==> src/rtl/serial_loader_pkg.sv <==
// Shared types and constants for the serial byte loader.
package serial_loader_pkg;

  typedef enum logic [1:0] {
    IDLE,
    SHIFT,
    PARITY,
    LOAD
  } loader_state_t;

  localparam int unsigned LOADER_DEFAULT_WIDTH = 8;

endpackage

==> src/rtl/serial_byte_loader_shift_in_reg.sv <==
// Parameterised serial-in shift register with enable, direction select and async clear.
// o_q_next exposes the value the register will take at the next edge.
module shift_in_reg #(
  parameter int unsigned WIDTH     = 8,
  parameter bit          MSB_FIRST = 1'b1
) (
  input  logic             clk,
  input  logic             rst_n,
  input  logic             i_shift_en,
  input  logic             i_bit,
  output logic [WIDTH-1:0] o_q,
  output logic [WIDTH-1:0] o_q_next
);

  logic [WIDTH-1:0] r_q;

  // MSB-first fills from the LSB end so the first bit ends up in the MSB.
  always_comb begin
    o_q_next = r_q;
    if (i_shift_en) begin
      if (MSB_FIRST) o_q_next = {r_q[WIDTH-2:0], i_bit};
      else           o_q_next = {i_bit, r_q[WIDTH-1:1]};
    end
  end

  always_ff @(posedge clk or negedge rst_n) begin
    if (!rst_n) r_q <= '0;
    else        r_q <= o_q_next;
  end

  assign o_q = r_q;

endmodule

==> src/rtl/serial_byte_loader.sv <==
// Assembles a framed serial bit stream into a word, optionally checks even parity,
// and presents it to the downstream register with a one-cycle load strobe.
module serial_byte_loader
  import serial_loader_pkg::*;
#(
  parameter int unsigned WIDTH     = LOADER_DEFAULT_WIDTH,
  parameter bit          MSB_FIRST = 1'b1,
  parameter bit          PARITY_EN = 1'b1
) (
  input  logic             clk,
  input  logic             reset,
  input  logic             start,
  input  logic             din,
  input  logic             din_valid,
  input  logic             abort,
  output logic [WIDTH-1:0] d_out,
  output logic             en_out,
  output logic             busy,
  output logic             par_err
);

  localparam int unsigned CW = $clog2(WIDTH + 1);

  loader_state_t    r_state;
  loader_state_t    w_state_next;
  logic [CW-1:0]    r_cnt;
  logic             r_par;
  logic [WIDTH-1:0] w_q;
  logic [WIDTH-1:0] w_q_next;
  logic             w_accept_data;
  logic             w_last_data;
  logic             w_accept_par;
  logic             w_enter_load;

  assign w_accept_data = (r_state == SHIFT) && din_valid && !abort;
  assign w_last_data   = w_accept_data && (r_cnt == CW'(WIDTH - 1));
  assign w_accept_par  = (r_state == PARITY) && din_valid && !abort;
  assign w_enter_load  = PARITY_EN ? w_accept_par : w_last_data;

  shift_in_reg #(
    .WIDTH     (WIDTH),
    .MSB_FIRST (MSB_FIRST)
  ) u_shift (
    .clk        (clk),
    .rst_n      (reset),
    .i_shift_en (w_accept_data),
    .i_bit      (din),
    .o_q        (w_q),
    .o_q_next   (w_q_next)
  );

  always_ff @(posedge clk or negedge reset) begin
    if (!reset) r_state <= IDLE;
    else        r_state <= w_state_next;
  end

  always_comb begin
    w_state_next = r_state;
    unique case (r_state)
      IDLE:   if (start) w_state_next = SHIFT;
      SHIFT: begin
        if (abort)            w_state_next = IDLE;
        else if (w_last_data) w_state_next = PARITY_EN ? PARITY : LOAD;
      end
      PARITY: begin
        if (abort)          w_state_next = IDLE;
        else if (din_valid) w_state_next = LOAD;
      end
      LOAD:   w_state_next = IDLE;
      default: w_state_next = IDLE;
    endcase
  end

  // Counter and parity accumulator are held clear in IDLE, so they restart on every frame.
  always_ff @(posedge clk or negedge reset) begin
    if (!reset) begin
      r_cnt <= '0;
      r_par <= 1'b0;
    end else if (r_state == IDLE) begin
      r_cnt <= '0;
      r_par <= 1'b0;
    end else if (w_accept_data) begin
      r_cnt <= r_cnt + 1'b1;
      r_par <= r_par ^ din;
    end
  end

  // Without parity the last data bit shifts in on the same edge, hence the look-ahead value.
  always_ff @(posedge clk or negedge reset) begin
    if (!reset) begin
      d_out   <= '0;
      par_err <= 1'b0;
    end else if (w_enter_load) begin
      d_out   <= (r_state == PARITY) ? w_q : w_q_next;
      par_err <= PARITY_EN ? (r_par ^ din) : 1'b0;
    end
  end

  assign en_out = (r_state == LOAD);
  assign busy   = (r_state == SHIFT) || (r_state == PARITY);

endmodule

==> config.mk <==
export PLATFORM = sky130hd
export DESIGN_NAME = serial_byte_loader
export DESIGN_NICKNAME = d
export VERILOG_FILES = /design/src/rtl/serial_loader_pkg.sv /design/src/rtl/serial_byte_loader_shift_in_reg.sv /design/src/rtl/serial_byte_loader.sv
export SDC_FILE = /design/constraint.sdc
export NUM_CORES = 1
export LEC_CHECK = 0
export CORE_MARGIN = 3
export CORE_UTILIZATION = 35
export DETAILED_ROUTE_END_ITERATION = 7
export SETUP_SLACK_MARGIN = 0.5
export SYNTH_ARGS = -nofsm -noshare
export SYNTH_HDL_FRONTEND = slang
export SYNTH_SLANG_ARGS = --single-unit
==> constraint.sdc <==
create_clock -name clk -period 2.7 [get_ports clk]
set_clock_uncertainty 0.05 [all_clocks]
set_input_delay 0.54 -clock clk [delete_from_list [all_inputs] [get_ports clk]]
set_output_delay 0.54 -clock clk [all_outputs]
set_load 0.03 [all_outputs]
==> run summary <==
The maximum cell stage delay along the critical path is 420 ps. The synthesized area divided by synthesized cell count is 13.3 µm². The detailed-routing iteration count for the pre-antenna-repair pass came out at 4. The global-route wire length before repair came out at 2.97 mm. Entering global routing, the biggest net connects 25 pins.

Walking the worst path, the cells encountered are inv_1, ha_1, dlygate4sd2_1. Yosys mapped the design onto 26 distinct sky130hd cell types. The synthesized netlist devotes 5.83% of its cell area to adder and majority cells. The maximum level of the CTS H-tree came out at 1. The placement row count is 19. At the later pin of the worst-skew pair, clock insertion delay measures 320 ps. The routed wire length per instance is 13.4 µm. The power after layout came out at 1.33 mW. The buffer levels on the longest clock path is 2.

The routed via count divided by cell count came out at 5.06. The final clock period utilization by the worst path came out at 76.9%. The post-synthesis instance total is 81. The global route total overflow came out at 0.

Among all stages on the critical path, the largest delay is contributed by sky130_fd_sc_hd__dfrtp_1. Along the worst path, the maximum fanout reaches 4. The routability congestion estimate from global placement came out at 0.756. STA puts the critical path data required time at 2110 ps. The signal arrival time at the worst endpoint came out at 1490 ps. The combinational share of power is 38.6%. The flip-flop cell with the highest count after synthesis is sky130_fd_sc_hd__dfrtp_1. The post-CTS clock slew at the launch and capture registers of the worst setup and hold paths came out at 140 ps. The switching power as a share of total power is 35.4%.

The power density of the placed cells came out at 1010 nW/µm². The element type at the critical path start is a flop. The clock buffer count from CTS is 3.

The multiplexer share of the synthesized area came out at 16.7%. After synthesis, the share of flip-flops with an asynchronous set or reset is 100%. The repair_antennas step left the layout with diodes totalling 0.

For the pin with the worst max-slew slack, the measured transition is 468 ps. The switching power is 0.472 mW. TritonCTS built the clock tree. Relative to the synthesized area, the layout overhead comes to 23.4%. Across the run, the number of max-cap violations was 0.

Broken down by cell family, the worst path's largest delay share belongs to buffers and inverters. The leading cell type in the layout, fill and taps excluded is sky130_fd_sc_hd__dfrtp_1. The worst slew margin relative to its limit is 68.7%. The tightest min-delay check is of the reg2reg type.

The number of buffers inserted to repair setup after CTS is 0. The floorplan die area is 3770 µm². The power share of the sequential group came out at 42.0%. The number of gates resized after CTS was 1. In this run, synthesis inferred 0 flip-flops with an integrated enable.

In the layout the commonest cells are sky130_fd_sc_hd__dfrtp_1, sky130_fd_sc_hd__mux2_1, sky130_fd_sc_hd__clkdlybuf4s50_1. The effective utilization at floorplan is 37.9%. The number of global-route vias before repair is 670.

The vias after detailed routing came out at 668. The antenna violation net count after detailed routing is 0. The net count after synthesis came out at 92. The placeable core region came out at 2830 µm².

The count of pins over their slew limit came out at 0. The run finished with clean final reports. The share of the Yosys chip area taken by registers is 55.9%. The number of synthesized register bits came out at 24. The XOR/XNOR share of the synthesized area came out at 3.26%. The cell area after technology mapping is 1070 µm². The routed wire length is 1.77 mm. The number of buffers added to fix hold violations after cts is 0. Measured along the x axis, the die boundary spans 61.4 µm. The detailed-placement wirelength estimate is 1.32 mm. The count of buffer and inverter cells on the critical path came out at 2. The die height is 61.4 µm. The combinational family with the most area after synthesis is multiplexers.

Global routing used 11.0% of the available tracks. The remaining design rule violation count came out at 0. The number of synthesis warnings is 0. The clock root buffer is sky130_fd_sc_hd__clkbuf_4.

The worst setup path is captured at a primary output. The number of port buffers came out at 16. The share of post-route cells with drive strength above 1 came out at 8.91%. The total internal power is 0.862 mW.

The worst vdd rail ir drop is 320 µV. The total of endpoints with negative setup slack in the final report came out at 0. The detailed router finished its first iteration with 16 violations. The number of I/O pins is 17. On the final layout, the worst hold slack is 455 ps. Static timing analysis puts the maximum clock frequency at 481 MHz. The number of sinks on the clock net is 24. The clock network power share is 19.5%. The initial antenna violation count is 0.

The static leakage power is 0.656 nW. The sum of negative setup slack came out at 0 ps. The post-layout minimum cycle time came out at 2080 ps. The synthesized netlist devotes 11.0% of its cell area to simple gates.

The final hold violation count is 0. The type of the setup path with the least slack is reg2out. The number of nets at the end of the flow came out at 113. The share of the synthesized area in compound gates (AO/OA/AOI/OAI) is 5.13%. Setup repair after global routing left no endpoint under its margin.
==> sequential cells by signal, indices dropped and copies added, names as in the netlist <==
signal	cells
r_cnt	4
r_par	1
r_state	2
u_shift.o_q	8
par_err	1
d_out	8
==> metrics by stage <==
stage	utilization (%)	instance area [µm²]	instances	setup slack (ps)
2_1_floorplan	-	1070	81	1180
3_3_place_gp	44.9	1270	128	553
3_5_place_dp	44.9	1270	128	523
4_1_cts	46.7	1320	132	533
5_1_grt	46.8	1330	132	535
6_report	46.8	1330	132	623
==> power groups by stage <==
stage | clock, mW | combinational (mW) | sequential [mW]
2_1_floorplan | 0 | 0.277 | 0.633
3_3_place_gp | 0 | 0.523 | 0.571
5_1_grt | 0.281 | 0.561 | 0.582
6_report | 0.260 | 0.515 | 0.560
3_5_place_dp | 0 | 0.530 | 0.571
4_1_cts | 0.270 | 0.520 | 0.563
==> final timing paths <==
check | from | to | slack [ps] | depth (start not counted)
worst max-delay path | r_state[1] | busy | 620 | 3
worst min-delay path | par_err | par_err | 460 | 2
worst max register to register | r_state[1] | u_shift.o_q[2] | 930 | 5
worst min register to register | par_err | par_err | 460 | 2
max in group asynchronous | reset | d_out[4] | 1860 | 2
min in group asynchronous | reset | r_state[0] | 500 | 2
==> worst register-to-register path, cell delays in order (launching register included) <==
cell and delay (ps):
sky130_fd_sc_hd__dfrtp_1 440, sky130_fd_sc_hd__inv_1 100, sky130_fd_sc_hd__ha_1 260, sky130_fd_sc_hd__nand3b_1 260
sky130_fd_sc_hd__buf_4 250, sky130_fd_sc_hd__mux2_1 310
==> per-layer routing <==
layer | track usage (%) | vias to the layer above | wire length, µm
met3 | 3.14 | 2 | 41
met4 | 6.36 | 0 | 16
met2 | 16.8 | 8 | 857
li1 | - | 323 | -
met5 | 0 | - | 0
met1 | 14.0 | 335 | 853
==> cells in the mapped netlist, types with 2 or more instances <==
cell type,count,area [µm²]
sky130_fd_sc_hd__a21oi_1,2,10.0
sky130_fd_sc_hd__and2b_2,2,17.5
sky130_fd_sc_hd__dfrtp_1,24,601
sky130_fd_sc_hd__ha_1,5,62.6
sky130_fd_sc_hd__inv_1,2,7.51
sky130_fd_sc_hd__mux2_1,14,158
sky130_fd_sc_hd__nand2_1,3,11.3
sky130_fd_sc_hd__nand3b_1,3,22.5
sky130_fd_sc_hd__nand4b_1,2,17.5
sky130_fd_sc_hd__nor2_1,5,18.8
sky130_fd_sc_hd__nor2b_1,2,12.5
sky130_fd_sc_hd__xor2_1,3,26.3
==> final cells by class <==
| type | count | area, µm² |
|---|---|---|
| fill | 259 | 1500 |
| tap | 31 | 38.8 |
| timing repair buffer | 18 | 176 |
| inverter | 2 | 7.51 |
| clock buffer | 3 | 22.5 |
| multi-input combinational | 53 | 449 |
| sequential | 24 | 601 |
| clock inverter | 1 | 30.0 |
==> kinds of logic after synthesis <==
kind of cell / after synthesis
buf+inv: 4
mux: 16
simple gates: 20
fa+ha+maj: 5
xor+xnor: 4
flops: 24
compound gates: 8
Note: power is estimated with default switching activity, not from simulation.
